`config.mk`:
```
export PLATFORM = sky130hd
export DESIGN_NAME = cache_fill_fsm
export DESIGN_NICKNAME = d
export VERILOG_FILES = /design/src/rtl/wisc_cache_pkg.sv /design/src/rtl/word_counter.sv /design/src/rtl/cache_fill_fsm.sv
export SDC_FILE = /design/constraint.sdc
export NUM_CORES = 1
export LEC_CHECK = 0
export CORE_MARGIN = 4
export CORE_UTILIZATION = 38
export CTS_BUF_LIST = sky130_fd_sc_hd__clkbuf_16
export CTS_CLUSTER_DIAMETER = 30
export CTS_CLUSTER_SIZE = 20
export DETAILED_ROUTE_END_ITERATION = 12
export PLACE_DENSITY = 0.73
export SYNTH_ARGS = -nofsm -noshare
export SYNTH_HDL_FRONTEND = slang
export SYNTH_SLANG_ARGS = --single-unit
```
`constraint.sdc`:
```
create_clock -name clk -period 1.31 [get_ports clk]
set_input_delay 0.262 -clock clk [delete_from_list [all_inputs] [get_ports clk]]
set_output_delay 0.262 -clock clk [all_outputs]
set_load 0.02 [all_outputs]
```
`src/rtl/wisc_cache_pkg.sv`:
```
// Shared definitions for the WISC-FA24 L1 cache miss-fill controllers.
package wisc_cache_pkg;

   typedef enum logic {
      IDLE = 1'b0,
      FILL = 1'b1
   } fill_state_e;

   localparam int unsigned DEF_BLOCK_WORDS = 8;
   localparam int unsigned DEF_MEM_LATENCY = 4;
   localparam int unsigned OFFSET_W        = $clog2(DEF_BLOCK_WORDS) + 1;

   // Byte-offset width of a block of 'words' 16-bit words.
   function automatic int unsigned offset_width(input int unsigned words);
      return $clog2(words) + 1;
   endfunction

endpackage

```
`src/rtl/word_counter.sv`:
```
// Up-counter with synchronous clear (priority over increment) and async reset.
module word_counter #(
   parameter int unsigned WIDTH = 4
) (
   input  logic             clk,
   input  logic             rst,
   input  logic             clr,
   input  logic             inc,
   output logic [WIDTH-1:0] count
);

   logic [WIDTH-1:0] count_q, count_d;

   always_comb begin
      count_d = count_q;
      if (clr) begin
         count_d = '0;
      end else if (inc) begin
         count_d = count_q + WIDTH'(1);
      end
   end

   always_ff @(posedge clk or posedge rst) begin
      if (rst) begin
         count_q <= '0;
      end else begin
         count_q <= count_d;
      end
   end

   assign count = count_q;

endmodule

```
`src/rtl/cache_fill_fsm.sv`:
```
// L1 cache miss handler: stalls the pipeline, reads one block word per cycle
// from memory, steers returned words into the data array, then writes the tag.
module cache_fill_fsm
   import wisc_cache_pkg::*;
#(
   parameter int unsigned AWIDTH      = 16,
   parameter int unsigned DWIDTH      = 16,
   parameter int unsigned BLOCK_WORDS = DEF_BLOCK_WORDS,
   parameter int unsigned MEM_LATENCY = DEF_MEM_LATENCY
) (
   input  logic                           clk,
   input  logic                           rst,
   input  logic                           miss_detected,
   input  logic [AWIDTH-1:0]              miss_address,
   output logic                           fsm_busy,
   output logic                           mem_en,
   output logic [AWIDTH-1:0]              mem_addr,
   input  logic                           mem_data_valid,
   output logic                           write_data_array,
   output logic [$clog2(BLOCK_WORDS)-1:0] data_word_idx,
   output logic                           write_tag_array
);

   localparam int unsigned LOG2W = $clog2(BLOCK_WORDS);
   localparam int unsigned OFF_W = offset_width(BLOCK_WORDS);
   localparam int unsigned TAG_W = AWIDTH - OFF_W;

   if (BLOCK_WORDS < 2 || BLOCK_WORDS > 64 || (BLOCK_WORDS & (BLOCK_WORDS - 1)) != 0 ||
       DWIDTH == 0 || MEM_LATENCY == 0 || AWIDTH <= OFF_W) begin : g_param_check
      $error("cache_fill_fsm: illegal parameter set");
   end

   fill_state_e      state_q, state_d;
   logic [TAG_W-1:0] base_q, base_d;
   logic [LOG2W:0]   req_cnt;
   logic [LOG2W-1:0] rcv_cnt;
   logic             cnt_clr;
   logic             req_inc;
   logic             rcv_inc;
   logic             req_pending;
   logic             last_word;

   // Only the block-base bits of the miss address are kept.
   logic unused_offset_bits;
   assign unused_offset_bits = ^miss_address[OFF_W-1:0];

   word_counter #(.WIDTH(LOG2W + 1)) u_req_cnt (
      .clk   (clk),
      .rst   (rst),
      .clr   (cnt_clr),
      .inc   (req_inc),
      .count (req_cnt)
   );

   word_counter #(.WIDTH(LOG2W)) u_rcv_cnt (
      .clk   (clk),
      .rst   (rst),
      .clr   (cnt_clr),
      .inc   (rcv_inc),
      .count (rcv_cnt)
   );

   assign req_pending = (req_cnt < (LOG2W + 1)'(BLOCK_WORDS));
   assign last_word   = (rcv_cnt == LOG2W'(BLOCK_WORDS - 1));

   always_comb begin
      state_d          = state_q;
      base_d           = base_q;
      fsm_busy         = 1'b0;
      mem_en           = 1'b0;
      mem_addr         = '0;
      write_data_array = 1'b0;
      data_word_idx    = '0;
      write_tag_array  = 1'b0;
      cnt_clr          = 1'b0;
      req_inc          = 1'b0;
      rcv_inc          = 1'b0;

      unique case (state_q)
         IDLE: begin
            // Stall in the miss cycle itself, but never while reset is held.
            fsm_busy = miss_detected && !rst;
            if (miss_detected) begin
               base_d  = miss_address[AWIDTH-1:OFF_W];
               cnt_clr = 1'b1;
               state_d = FILL;
            end
         end
         FILL: begin
            fsm_busy = 1'b1;
            mem_en   = req_pending;
            req_inc  = req_pending;
            if (req_pending) begin
               // Field concatenation: the word offset can never carry into the tag.
               mem_addr = {base_q, req_cnt[LOG2W-1:0], 1'b0};
            end
            write_data_array = mem_data_valid;
            data_word_idx    = rcv_cnt;
            rcv_inc          = mem_data_valid;
            if (mem_data_valid && last_word) begin
               write_tag_array = 1'b1;
               state_d         = IDLE;
            end
         end
         default: state_d = IDLE;
      endcase
   end

   always_ff @(posedge clk or posedge rst) begin
      if (rst) begin
         state_q <= IDLE;
         base_q  <= '0;
      end else begin
         state_q <= state_d;
         base_q  <= base_d;
      end
   end

endmodule

```
Yosys cells after proc, flatten, opt, wreduce, memory -nomap -nowiden. Cells that the tools add are included.

Bits of input ports: 20. Output and inout port bits: 23. Logic and storage cells: 31. Register bits after elaboration: 20.

Order comparisons: 1. Add/subtract/negate cells: 2. Reductions and logical operators: 6. Bitwise gates (word level): 1. Muxes and demuxes: 16. Eq/ne operators: 1.

Operators by type and width (count): $mux W16 (2); $mux W3 (3); $mux W4 (2); $mux W1 (7); $add A4 B1 Y4 const B (1); $lt A4 B4 Y1 const B (1); $pmux W1 S2 (2); $reduce_bool A2 Y1 (2); $add A3 B1 Y3 const B (1); $eq A3 B3 Y1 const B (1); $logic_and A1 B1 Y1 (2); $reduce_and A2 Y1 (1); $logic_not A1 Y1 (1); $not A1 Y1 (1).

Logic depth before layout (Yosys ltp). Gate-level depths: netlist of run 1.

Word-level depth: 4. Gate-level depth with buffers: 5. Mapped depth without buffers: 4.

Cells and area by module. A second synthesis of run 1 with hierarchy kept.

Cell total of the unflattened synthesis: 85. Area total of the unflattened synthesis: 1046.0 um^2.

Modules (own cells, without submodules): cache_fill_fsm (instances 1, cells an instance 56, area an instance 709.4 um^2, seq. area each 325.3 um^2); word_counter (u_req_cnt) (instances 1, cells an instance 17, area an instance 196.4 um^2, seq. area each 100.1 um^2); word_counter (u_rcv_cnt) (instances 1, cells an instance 12, area an instance 140.1 um^2, seq. area each 75.1 um^2).

Worst setup path before layout of run 1. OpenSTA, ideal clock, no wires.

Path kind: flip-flop to flip-flop. Start point: register u_rcv_cnt.count_q[0] (netlist: u_rcv_cnt.count[0]). End point: register u_rcv_cnt.count_q[2] (netlist: u_rcv_cnt.count[2]). Arrival: 1234 ps. Data required time: 1189 ps. Clock period less this slack: 1355 ps. Cell stages (with the launch flop): 5. Library setup time: 121 ps. Path slack: -45 ps. Path buffers: 0. Cell sequence: dfrtp_1 > ha_1 > ha_1 > mux2_2 > a22o_1.

Cells in the longest elaborated chain, start to end: 3.

RTL lines: from (decl) (line word_counter.sv:12) `logic [WIDTH-1:0] count_q, count_d;`; from (signal assigned) (line word_counter.sv:27) `count_q <= count_d;`; $add A3 B1 Y3 (line word_counter.sv:19) `count_d = count_q + WIDTH'(1);`; $mux W3 (line word_counter.sv:18) `end else if (inc) begin`; $mux W3 (line word_counter.sv:16) `if (clr) begin`.

No other way between the ends. The select of a mux whose other input is x is not followed. A chain may end at the register's enable or synchronous reset.

Worst setup path after layout of run 1.
Start point: register state_q. End point: output port write_tag_array.

Cells in the longest elaborated chain, start to end: 1.

RTL lines: from (decl) (line cache_fill_fsm.sv:33) `fill_state_e state_q, state_d;`; from (signal assigned) (line cache_fill_fsm.sv:114) `state_q <= state_d;`; $mux W1 (line cache_fill_fsm.sv:79) `unique case (state_q)`; to (decl) (line cache_fill_fsm.sv:21) `output logic write_tag_array`.

No other way between the ends.

==> out/qor.yml, run 1 <==
outcome:
  outcome: "finished with violations"
  violations: "setup timing"
worst_setup_path:
  setup.worst_path.end_class: "primary output"
  cp_cell_sequence: "buf_6, buf_4, and3_4, buf_6"
  cp_max_fo: 4
  cp_slowest_cell: "dfrtp_1"
  crit_type: "reg -> out"
  slowest_delay_ns: 0.43
  crit_path_frequent_cell: "buf_6"
  start_kind: "register"
  cp.required_ns: 1.05
  critPathArrivalTime_ns: 1.27
route:
  routed-wl-met3_um: 130
  drc_errors: 0
  wl_met2_um: 1610
  drt-met1-wl_um: 1250
  drtIter0Drc: 23
  finalWirelength_um: 3130
  first_pass_iters: 4
  vias: 873
  ant_nets: 0
  wire_per_inst_um: 17.8
  routed_via_density: 4.96
  top_layer: "met4"
floorplanning:
  die_y_um: 60.8
  core_area_sq_um: 2570
  fp-row-count: 18
  start_util: 0.412
  io_pins: 43
  dieArea_sq_um: 3690
  die_w_um: 60.8
flow_run:
  timing.max_cap.violations: 0
power:
  pwr_density_cell_nw_per_um2: 2280
  vdd_drop_max_mv: 1.76
  total_power_w: 0.00425
  p_leak_nw: 0.883
cells_and_area:
  fin_util: 0.728
  synthToLayoutAreaGrowth_pct: 76.5
  drive_gt1_frac: 0.630
  nNetsFinal: 170
  num_antenna_cells: 0
  num-fill-cells: 176
cts:
  cts_buffer_depth: 2
  cts_tree: "done"
  clk_pin_slew_ns: 0.06
  clk_latency_ns: 0.25
  numCtsBuffers: 3
  cts-root-buf: "clkbuf_16"
  cts.sinks: 20
  hold_buffers: 0
  htreeDepth: 1
placed_design:
  io_buffers: 37
  finalWeightedCongestion: 0.727
  dpl.hpwl_um: 1830
sta:
  period_needed_ns: 1.53
  fmax_mhz: 654
  rsz0062_at_grt: "true"
  hold_viol_final: 0
  layout_setup_ws_ns: -0.219
  slew_viol_final: 0
  finClkSkew_ns: 0.00223
  setup_viol: 37
  finalCritPeriodShare: 1.17
yosys:
  synth_cells: 86
  avgSynthCellArea_sq_um: 12.3
  synth_warnings: 0
  yosys.cell_types.count: 25
  ys_seq_elements: 20
  seq_area_frac_synth: 0.473
  syn_nets: 109
  synth_area_sq_um: 1060
grt:
  grt_pass1_wl_um: 4730
  grt-ovfl-total: 0
  grtUsageTotal: 0.180
  grt_pass1_vias: 956
  antenna_found_initial: 0
  grt_max_degree: 21
worst_hold_path:
  worstHoldPathType: "in -> async"
metrics by stage:
stage	TNS [ns]	worst slack (ns)	cells	instance area [sq um]	hold slack [ns]
5_1_grt	-6.58	-0.255	176	1870	0.451
6_report	-5.34	-0.219	176	1870	0.410
4_1_cts	-4.90	-0.232	175	1820	0.412
3_3_place_gp	-12.17	-0.472	163	1560	0.483
2_1_floorplan	0	0.0219	86	1080	0.234
3_5_place_dp	-12.86	-0.513	163	1560	0.486
Yosys cell counts (all sizes together):
cell,number,area share
dfrtp,20,0.47
and3,1,0.0059
and2b,1,0.0095
nand2b,1,0.0059
inv,3,0.011
nand2,2,0.0071
a21o,1,0.0071
mux2i,2,0.019
ha,3,0.035
nand4,1,0.0059
conb,1,0.0035
a21oi,3,0.014
a22o,2,0.017
nand3b,1,0.0071
and2,19,0.11
o21ai,2,0.0095
nor2,4,0.021
mux2,14,0.18
buf,5,0.052
state kept, by name, summed over array words and instances (netlist names):
register,count
u_req_cnt.count,4
base_q,12
state_q,1
u_rcv_cnt.count,3
cell type report:
type	count	area (sq um)	area share
Tap cell	30	37.5	0.0201
Sequential cell	20	500	0.268
Inverter	3	11.3	0.00603
Clock inverter	1	3.75	0.00201
Timing Repair Buffer	59	618	0.331
Multi-Input combinational cell	60	622	0.333
Clock buffer	3	75.1	0.0402
cells in the final DEF, fill, tap and decap left out, drive strengths merged:
master          n
nand2           2
dfrtp          20
clkdlybuf4s50  14
nor2            4
a21oi           3
and2           19
clkbuf          4
conb            1
a21o            1
dlygate4sd2     1
inv             3
nand2b          1
and3            1
a22o            2
nand3b          1
mux2           14
clkinv          1
mux2i           2
ha              3
buf            43
o21ai           2
nand4           1
and2b           3
final timing paths:
| check | from | endpoint | slack (ns) | cells past startpoint |
|---|---|---|---|---|
| hold reg to reg | base_q[7] | base_q[7] | 0.52 | 1 |
| setup / recovery | state_q | write_tag_array | -0.22 | 4 |
| min in group clk | base_q[7] | base_q[7] | 0.52 | 1 |
| setup reg to reg | state_q | base_q[3] | -0.14 | 5 |
| hold / removal | rst | base_q[10] | 0.41 | 3 |
| max in group asynchronous | rst | u_rcv_cnt.count[1] | 0.69 | 3 |
cell families after synthesis:
family                     after synthesis  synth area share
other                                    1           0.00354
adders and majority gates                3            0.0355
muxes                                   16             0.203
and+or+nand+nor                         30             0.175
DFF                                     20             0.473
buffers and inverters                    8            0.0626
AOI/OAI and AO/OA                        8            0.0473
repair_timing:
action                                  in CTS  in global routing
pin swaps                                   20                  3
cloned                                       3                  0
buffers inserted                             6                  1
gates resized for setup                    163                 12
endpoints found under the setup margin      35                 39
where the power goes:
group          internal (W)  leakage [nW]  total (W)  switching [W]
Sequential         0.000910         0.238    0.00112       0.000209
Combinational       0.00150         0.606    0.00250        0.00100
Clock              0.000407        0.0385   0.000634       0.000228
Total               0.00282         0.883    0.00425        0.00144
worst max-delay path, delay by kind of cell, from the launching register on:
family,cells,cell delay [ns]
DFF,1,0.43
buffers and inverters,3,0.41
and+or+nand+nor,1,0.18
metal layers:
metal | GRT usage | up-vias
met5 | 0 | -
met4 | 0.0929 | 0
met3 | 0.0383 | 14
met2 | 0.302 | 35
met1 | 0.215 | 418
li1 | - | 406
(Power assumes the default switching activity.)
==> run 2, diff against run 1 <==
- ABC_AREA: not set -> 1
==> out/qor.yml, run 2 <==
worst_setup_path:
  crit_start: "u_req_cnt.count[3]"
  critPathArrivalTime_ns: 1.23
  rrSetupSlack_ns: 0.03
  cp_slowest_cell: "dfrtp_1"
  r2r_cells: 7
  start_kind: "register"
  worstReg2RegStart: "state_q"
  r2r-end: "base_q[5]"
  crit_path_frequent_cell: "buf_6"
  cp.required_ns: 1.05
  slowest_delay_ns: 0.41
  crit_type: "reg -> out"
  cp_cell_sequence: "inv_2, buf_6, nand2_4, nor2_4, buf_6"
  setup.worst_path.end_class: "primary output"
  endpoint: "mem_addr[14]"
  cp_max_fo: 4
yosys:
  synth_cells: 141
  seq_area_frac_synth: 0.472
  synth_top_area_share: 0.472
  syn_nets: 164
  avgSynthCellArea_sq_um: 7.52
  synth_area_sq_um: 1060
  ys_top_cells_by_area: "dfrtp_1 (47%), nand2_1 (15%), nand3_1 (9.9%)"
  yosys.cell_types.count: 17
  synth_edf_count: 0
  synth_most_common_cell: "nand2_1"
  ys_seq_elements: 20
  synth_ff_type: "dfrtp_1"
  synth_warnings: 0
  synthTopCellsByCount: "nand2_1 (43), inv_1 (23), nand3_1 (21), dfrtp_1 (20), nor2_1 (16)"
  synth_top_area_cell: "dfrtp_1"
  synthArstFlopShare: 1.00
cells_and_area:
  regMostFlops: "base_q"
  layout_common_cells: "nand2_1 (39), buf_6 (28), buf_4 (27)"
  final_common_cell: "nand2_1"
  fin_cells: 243
  seq_area_sq_um: 502
  nNetsFinal: 238
  stdcell_area_sq_um: 2060
  largest_reg_flops: 12
  multi_input_comb_area_sq_um: 638
  num_antenna_cells: 0
  num-fill-cells: 170
  synthToLayoutAreaGrowth_pct: 94.6
  drive_gt1_frac: 0.460
placed_design:
  place_inst: 221
  dpl.hpwl_um: 1910
  finalWeightedCongestion: 0.768
  place_ws_ns: -0.539
  io_buffers: 37
  placed_cell_area_sq_um: 1580
flow_run:
  timing.max_cap.violations: 0
route:
  first_pass_iters: 4
  ant_nets: 0
  drc_errors: 0
  drtIter0Drc: 27
  vias: 1156
  routed_via_density: 4.76
  finalWirelength_um: 3380
  wire_per_inst_um: 13.9
cts:
  htreeDepth: 1
  cts.sinks: 20
  clk_pin_slew_ns: 0.05
  cts_tree: "done"
  cts_buffer_depth: 2
  numCtsBuffers: 3
  cts-root-buf: "clkbuf_16"
  clk_latency_ns: 0.24
  hold_buffers: 0
worst_hold_path:
  worstHoldPathType: "in -> async"
outcome:
  outcome: "finished with violations"
  violations: "setup timing"
sta:
  period_needed_ns: 1.50
  holdWs_ns: 0.411
  fmax_mhz: 669
  layout_setup_ws_ns: -0.185
  hold_viol_final: 0
  setup_viol: 22
  finClkSkew_ns: 0.00162
  finalCritPeriodShare: 1.14
  slew_viol_final: 0
  rsz0062_at_grt: "true"
grt:
  grt_pass1_vias: 1027
  antenna_found_initial: 0
  grt_pass1_wl_um: 4380
  grt_max_degree: 21
  grtUsageTotal: 0.156
  grt-ovfl-total: 0
floorplanning:
  die_w_um: 60.8
  io_pins: 43
  dieArea_sq_um: 3700
  core_area_sq_um: 2570
  die_y_um: 60.8
  fp-row-count: 18
  start_util: 0.413
power:
  p_leak_nw: 1.06
  vdd_drop_max_mv: 1.61
  pwr_density_cell_nw_per_um2: 2270
  total_power_w: 0.00468
run 2: cell types whose count changed in the layout (fill, tap and decap cells not counted), moves of 13 or more:
cell | previous run | this run
mux2_4 | 14 | 0
nand2_1 | 2 | 39
nor2_4 | 2 | 15
inv_1 | 2 | 19
nand3_1 | 0 | 17
and2_4 | 19 | 0
run 2: logic make-up (layout without fill, tap and decap cells):
kind of cell | Yosys count | count (layout) | synth area share
AO/OA/AOI/OAI | 2 | 2 | 0.00944
adder cells (fa/ha/maj) | 3 | 3 | 0.0354
buffers and inverters | 31 | 100 | 0.138
flip-flops | 20 | 20 | 0.472
other | 1 | 1 | 0.00354
AND/OR/NAND/NOR | 84 | 87 | 0.341
run 2: metal layers:
metal / vias to the layer above / GRT usage / wire length (um)
li1: 573 / - / -
met1: 539 / 0.184 / 1300
met2: 40 / 0.287 / 1830
met3: 4 / 0.0362 / 230
met4: 0 / 0.0372 / 25
met5: - / 0 / 0
run 2: worst min-delay path by stage:
stage	slack [ns]	end	depth (start not counted)	startpoint
after global placement	0.45	base_q[7]	2	base_q[7]
after CTS	0.40	u_rcv_cnt.count[0]	3	rst
final	0.41	u_rcv_cnt.count[1]	3	rst
after global routing	0.44	u_rcv_cnt.count[1]	3	rst
after floorplan	0.23	base_q[0]	1	rst
after detailed placement	0.46	base_q[2]	2	base_q[2]
run 2: where the power goes:
part / switching, W / internal (W) / total [W] / leakage (nW)
registers: 0.000182 / 0.000893 / 0.00107 / 0.248
logic: 0.00153 / 0.00146 / 0.00299 / 0.771
clock network: 0.000205 / 0.000402 / 0.000606 / 0.0370
total: 0.00192 / 0.00276 / 0.00468 / 1.06
run 2: stage by stage:
stage	utilization	TNS [ns]
after floorplan	-	0
after global placement	0.614	-8.19
after detailed placement	0.614	-9.14
after CTS	0.671	-1.95
after global routing	0.803	-4.05
final	0.803	-3.10
run 2: worst max-delay path, delay by kind of cell (launching register included):
family	cells	cell delay, ns
flops	1	0.41
buf+inv	3	0.37
simple gates	2	0.20
run 2: layout make-up:
type	count	share of cell area
well taps	30	0.0182
multi-input cells	93	0.309
inverters	25	0.0492
flip-flops and latches	20	0.243
clock buffers	3	0.0364
repair buffers	72	0.343
run 2: repair_timing:
action	4_1_cts	5_1_grt
setup buffers	3	14
hold endpoints to repair	0	0
pin swaps	7	5
cloned	0	3
setup endpoints to repair	22	41
gates resized for setup	142	55
